$ cat config.mk
export PLATFORM = sky130hd
export DESIGN_NAME = multicycle_ctrl
export DESIGN_NICKNAME = d
export VERILOG_FILES = /design/src/rtl/multicycle_ctrl.sv
export SDC_FILE = /design/constraint.sdc
export NUM_CORES = 1
export LEC_CHECK = 0
export BUFFER_PORTS_ARGS = -buffer_cell sky130_fd_sc_hd__buf_2
export CORE_MARGIN = 5
export CORE_UTILIZATION = 44
export DETAILED_ROUTE_END_ITERATION = 8
export GPL_TIMING_DRIVEN = 0
export HOLD_SLACK_MARGIN = 0.08
export PLACE_DENSITY = 0.77
export SLEW_MARGIN = 20
export SYNTH_ARGS = -nofsm -noshare
export SYNTH_HDL_FRONTEND = slang
export SYNTH_SLANG_ARGS = --single-unit
$ cat constraint.sdc
create_clock -name clk -period 2 [get_ports clk]
set_input_delay 0.2 -clock clk [delete_from_list [all_inputs] [get_ports clk]]
set_output_delay 0.2 -clock clk [all_outputs]
set_load 0.005 [all_outputs]
$ cat src/rtl/multicycle_ctrl.sv
// Multicycle MIPS main controller: sequences fetch/decode/execute/mem/writeback
// for a shared-memory datapath, with memory handshake timeout and illegal-opcode flagging.
module multicycle_ctrl #(
  parameter int MEM_TIMEOUT = 16,
  parameter int TO_W        = 5,
  parameter int HAS_BNE     = 1,
  parameter int HAS_JAL     = 1
) (
  input  logic       clk,
  input  logic       resetn,
  input  logic [5:0] op,
  input  logic       mem_ready,
  output logic       mem_req,
  output logic       mem_we,
  output logic       iord,
  output logic       irwrite,
  output logic       pcwrite,
  output logic       pcwritecond,
  output logic       branch_ne,
  output logic [1:0] pcsrc,
  output logic       alusrca,
  output logic [1:0] alusrcb,
  output logic [1:0] aluop,
  output logic       regwrite,
  output logic       regdst,
  output logic       memtoreg,
  output logic       link,
  output logic       instr_done,
  output logic       illegal_op,
  output logic       bus_err,
  output logic [3:0] state_o
);

  typedef enum logic [3:0] {
    S_FETCH   = 4'd0,
    S_DECODE  = 4'd1,
    S_MEMADR  = 4'd2,
    S_MEMRD   = 4'd3,
    S_MEMWB   = 4'd4,
    S_MEMWR   = 4'd5,
    S_EXEC    = 4'd6,
    S_ALUWB   = 4'd7,
    S_IMMEX   = 4'd8,
    S_IMMWB   = 4'd9,
    S_BRANCH  = 4'd10,
    S_JUMP    = 4'd11,
    S_ILLEGAL = 4'd12
  } state_t;

  localparam logic [5:0] OP_R   = 6'b000000;
  localparam logic [5:0] OP_J   = 6'b000010;
  localparam logic [5:0] OP_JAL = 6'b000011;
  localparam logic [5:0] OP_BEQ = 6'b000100;
  localparam logic [5:0] OP_BNE = 6'b000101;
  localparam logic [5:0] OP_LW  = 6'b100011;
  localparam logic [5:0] OP_SW  = 6'b101011;

  // Last waiting cycle before a bus error; unused when MEM_TIMEOUT is 0.
  localparam logic [TO_W-1:0] TO_LAST = TO_W'((MEM_TIMEOUT == 0) ? 0 : MEM_TIMEOUT - 1);

  state_t          state_q, state_d;
  logic [TO_W-1:0] to_cnt_q, to_cnt_d;
  logic            in_mem, timeout;
  logic            is_imm, is_bne, is_jal;

  assign is_imm = (op[5:3] == 3'b001);
  assign is_bne = (HAS_BNE != 0) && (op == OP_BNE);
  assign is_jal = (HAS_JAL != 0) && (op == OP_JAL);

  assign in_mem  = (state_q == S_FETCH) || (state_q == S_MEMRD) || (state_q == S_MEMWR);
  assign timeout = (MEM_TIMEOUT != 0) && in_mem && !mem_ready && (to_cnt_q == TO_LAST);

  // Count only cycles spent waiting in a memory state; any exit or ready clears it.
  assign to_cnt_d = (in_mem && !mem_ready && !timeout) ? to_cnt_q + 1'b1 : '0;
  assign state_o  = state_q;

  always_ff @(posedge clk or negedge resetn) begin
    if (!resetn) begin
      state_q  <= S_FETCH;
      to_cnt_q <= '0;
    end else begin
      state_q  <= state_d;
      to_cnt_q <= to_cnt_d;
    end
  end

  always_comb begin
    state_d     = state_q;
    mem_req     = 1'b0;
    mem_we      = 1'b0;
    iord        = 1'b0;
    irwrite     = 1'b0;
    pcwrite     = 1'b0;
    pcwritecond = 1'b0;
    branch_ne   = 1'b0;
    pcsrc       = 2'b00;
    alusrca     = 1'b0;
    alusrcb     = 2'b00;
    aluop       = 2'b00;
    regwrite    = 1'b0;
    regdst      = 1'b0;
    memtoreg    = 1'b0;
    link        = 1'b0;
    instr_done  = 1'b0;
    illegal_op  = 1'b0;
    bus_err     = 1'b0;
    // Outputs stay forced low for as long as reset is held, independent of the clock.
    if (resetn) begin
      case (state_q)
        S_FETCH: begin
          mem_req = 1'b1;
          alusrcb = 2'b01;
          irwrite = mem_ready;
          pcwrite = mem_ready;
          bus_err = timeout;
          if (mem_ready) state_d = S_DECODE;
        end
        S_DECODE: begin
          alusrcb = 2'b11;
          if (op == OP_R)                      state_d = S_EXEC;
          else if (op == OP_LW || op == OP_SW) state_d = S_MEMADR;
          else if (is_imm)                     state_d = S_IMMEX;
          else if (op == OP_BEQ || is_bne)     state_d = S_BRANCH;
          else if (op == OP_J || is_jal)       state_d = S_JUMP;
          else                                 state_d = S_ILLEGAL;
        end
        S_MEMADR: begin
          alusrca = 1'b1;
          alusrcb = 2'b10;
          state_d = (op == OP_SW) ? S_MEMWR : S_MEMRD;
        end
        S_MEMRD: begin
          mem_req = 1'b1;
          iord    = 1'b1;
          bus_err = timeout;
          if (mem_ready)    state_d = S_MEMWB;
          else if (timeout) state_d = S_FETCH;
        end
        S_MEMWB: begin
          regwrite   = 1'b1;
          memtoreg   = 1'b1;
          instr_done = 1'b1;
          state_d    = S_FETCH;
        end
        S_MEMWR: begin
          mem_req    = 1'b1;
          mem_we     = 1'b1;
          iord       = 1'b1;
          instr_done = mem_ready;
          bus_err    = timeout;
          if (mem_ready || timeout) state_d = S_FETCH;
        end
        S_EXEC: begin
          alusrca = 1'b1;
          aluop   = 2'b10;
          state_d = S_ALUWB;
        end
        S_ALUWB: begin
          regwrite   = 1'b1;
          regdst     = 1'b1;
          instr_done = 1'b1;
          state_d    = S_FETCH;
        end
        S_IMMEX: begin
          alusrca = 1'b1;
          alusrcb = 2'b10;
          aluop   = 2'b11;
          state_d = S_IMMWB;
        end
        S_IMMWB: begin
          regwrite   = 1'b1;
          instr_done = 1'b1;
          state_d    = S_FETCH;
        end
        S_BRANCH: begin
          alusrca     = 1'b1;
          aluop       = 2'b01;
          pcwritecond = 1'b1;
          pcsrc       = 2'b01;
          branch_ne   = (op == OP_BNE);
          instr_done  = 1'b1;
          state_d     = S_FETCH;
        end
        S_JUMP: begin
          pcwrite    = 1'b1;
          pcsrc      = 2'b10;
          regwrite   = is_jal;
          link       = is_jal;
          instr_done = 1'b1;
          state_d    = S_FETCH;
        end
        S_ILLEGAL: begin
          illegal_op = 1'b1;
          state_d    = S_FETCH;
        end
        default: state_d = S_FETCH;
      endcase
    end
  end

endmodule
==> impl_results.md <==
- Status: finished, final reports clean
- Mapped Cells: 122
- Post-synthesis cell area: 942 um^2
- Pint: 699 uW
- Sw frac: 45.6%
- Final Power: 1280 uW
- Mean routed wirelength per cell: 13.6 um
- Starting density of the core: 47.1%
- Post-route ant nets: 0
- DRC Markers: 0
- Final period util: 98.6%
- Peak VDD IR: 0.677 mV
- Rows: 16
- IO buf count: 33
- Final setup viols: 0
- Core ar.: 2000 um^2
- Most common cell after layout, fill and taps aside: buf_2
- Tightest Pin Transition: 396 ps
- Grt peak-use layer: met2
- Largest net degree at the start of global routing: 11
- Root buffer cell: clkbuf_4
- Count of pins over their slew limit: 0
- Flops & latches, synth: 9
- Met2 Usage GRT: 27.5%
- CP startpoint kind: register
- Num CTS Buffers: 3
- Placer Congestion: 0.806
- Headroom to the max-slew limit: 73.5%
- Layout area overhead: 34.4%
- CP required: 2150 ps
- Fin worst setup slack: 28.7 ps
- Ant. Diodes: 0
- EDFF count, synth: 0
- Max Fclk: 507 MHz
- Die Span Y: 56.3 um
- Worst hold path type: input port to register
- PD cells: 1010 nW/um^2
- Vias in the first global route: 985
- DRT Wirelength: 2.60 mm
- Synth area leader: dfrtp_1
- Syn_nets: 133
- Mean Syn Cell Area: 7.72 um^2
- Grt ovf: 0
- Worst Path Arrival: 2120 ps
- DRT iter0 DRCs: 33
- Final Skew: 4.81 ps
- Die width: 56.3 um
- Met3 usage: 2.52%
- Die area: 3170 um^2
- Comb pwr share: 66.9%
- Crit. End Element: register
- Top cell type's share of synthesized area: 23.9%
- WHS: 201 ps
- Lkg Pwr: 0.000632 uW
- Clk_lat worst skew: 250 ps
- Total number of vias: 1051
- Kind of critical path: register to register
- Pre-CTS setup slack: -105 ps
- Clock power share: 10.1%
- Most frequent cells in the layout: buf_2, nor2_1, nor2b_1
- Asr flop ratio synth: 100%
- Setup tns final: 0 ps
- Ys flop type: dfrtp_1
- Unrepaired setup endpoints after global routing: true
- Post-DP HPWL: 1.86 mm
- Grt met1 use: 22.2%
- YS warnings: 0
- Max cap viols: 0
- Initial antenna violation count: 0
- Share of post-route cells with drive strength above 1: 42.4%
- Crit path max fanout: 6
- Fin crit period: 1970 ps
- H-Tree Depth: 1
- DR pass1 iterations: 4
- Fill cell total of the finished layout: 191
- Yosys cell types: 43
- Endpoints failing hold: 0
- Max clock buf depth: 2
- Share of total power in sequential cells: 23.0%
- P_sw: 586 uW
- Top post-synthesis cells by area: dfrtp_1, nor2_1, nor2b_1
- GRT Total Usage: 16.4%
- CTS tree: built
- Routed vias/inst: 5.47
- Sequential share of the synthesized area: 23.9%
- Worst-path clk slew: 60 ps
- Nets: 177
- First-pass GRT wire length: 4.37 mm
- Clk sinks: 9
- IO Count: 34
-- what timing repair did --
action / 4_1_cts / 5_1_grt
buffers inserted: 3 / 2
hold buffers: 1 / 0
resized for setup: 4 / 13
endpoints found under the setup margin: 2 / 10
pin swaps: 2 / 2
hold endpoints to repair: 9 / 0
-- per-stage QoR --
step,instance area [um^2],instances,util (%)
after global routing,1270,192,63.2
final,1270,192,63.2
after CTS,1210,190,60.4
after floorplan,942,122,-
after global placement,1140,182,57.0
after detailed placement,1140,182,57.0
-- cells in the mapped netlist, types with 2 or more instances --
library cell	instances
o21ai_0	4
nor2_1	17
a21oi_1	7
and3_1	2
dfrtp_1	9
or2_2	3
ha_1	2
nand2b_1	5
buf_2	4
and2_1	2
nor4_1	3
a21o_1	2
inv_1	4
and4_1	3
nor2b_1	10
nor3_1	6
buf_4	2
xnor2_1	2
o21ai_1	2
nand2_1	8
xor2_1	3
-- state kept, by name, indices dropped and copies added (netlist names) --
| signal | count |
|---|---|
| to_cnt_q | 5 |
| state_o | 4 |
-- power groups by stage --
stage	combinational [uW]	clock [uW]	sequential [uW]
final	859	130	296
after global routing	963	145	305
after CTS	799	137	287
after detailed placement	755	0	289
after global placement	741	0	288
after floorplan	539	0	281
-- critical path, stage by stage (launching register included) --
cell	delay (ps)
dfrtp_1	370
ha_2	200
and3_4	200
ha_4	140
nor2_2	50
a41oi_2	240
o41ai_4	110
buf_4	170
buf_4	130
o41ai_2	260
-- path summary, 6_finish.rpt --
| path | startpoint | endpoint | slack, ps | depth (start not counted) |
|---|---|---|---|---|
| max in group asynchronous | resetn | state_o[2] | 1180 | 2 |
| setup reg to reg | to_cnt_q[0] | state_o[2] | 30 | 9 |
| min in group asynchronous | resetn | state_o[3] | 520 | 2 |
| setup / recovery | to_cnt_q[0] | state_o[2] | 30 | 9 |
| hold reg to reg | to_cnt_q[3] | to_cnt_q[3] | 570 | 2 |
| hold / removal | op[4] | state_o[0] | 200 | 2 |
-- cell families (layout without fill, tap and decap cells) --
family          Yosys count  count (layout)  synth area share [%]
compound gates           26              26                  22.0
xor+xnor                  5               5                  4.65
fa+ha+maj                 2               2                  2.66
buf+inv                  12              55                  6.11
flops                     9               9                  23.9
mux                       2               2                  2.26
simple gates             66              66                  38.4
-- per-layer routing --
metal / vias to the layer above / wire length [um]
li1: 520 / -
met1: 495 / 1130
met2: 34 / 1310
met3: 2 / 146
met4: 0 / 12
met5: - / 0
-- final cells by class --
| type | count | area (um^2) | share of cell area (%) |
|---|---|---|---|
| Tap cell | 27 | 33.8 | 2.67 |
| Multi-Input combinational cell | 101 | 702 | 55.4 |
| Buffer | 7 | 45.0 | 3.56 |
| Inverter | 5 | 18.8 | 1.48 |
| Timing Repair Buffer | 39 | 213 | 16.8 |
| Clock buffer | 4 | 26.3 | 2.08 |
| Sequential cell | 9 | 228 | 18.0 |
Note: power is estimated with default switching activity, not from simulation.
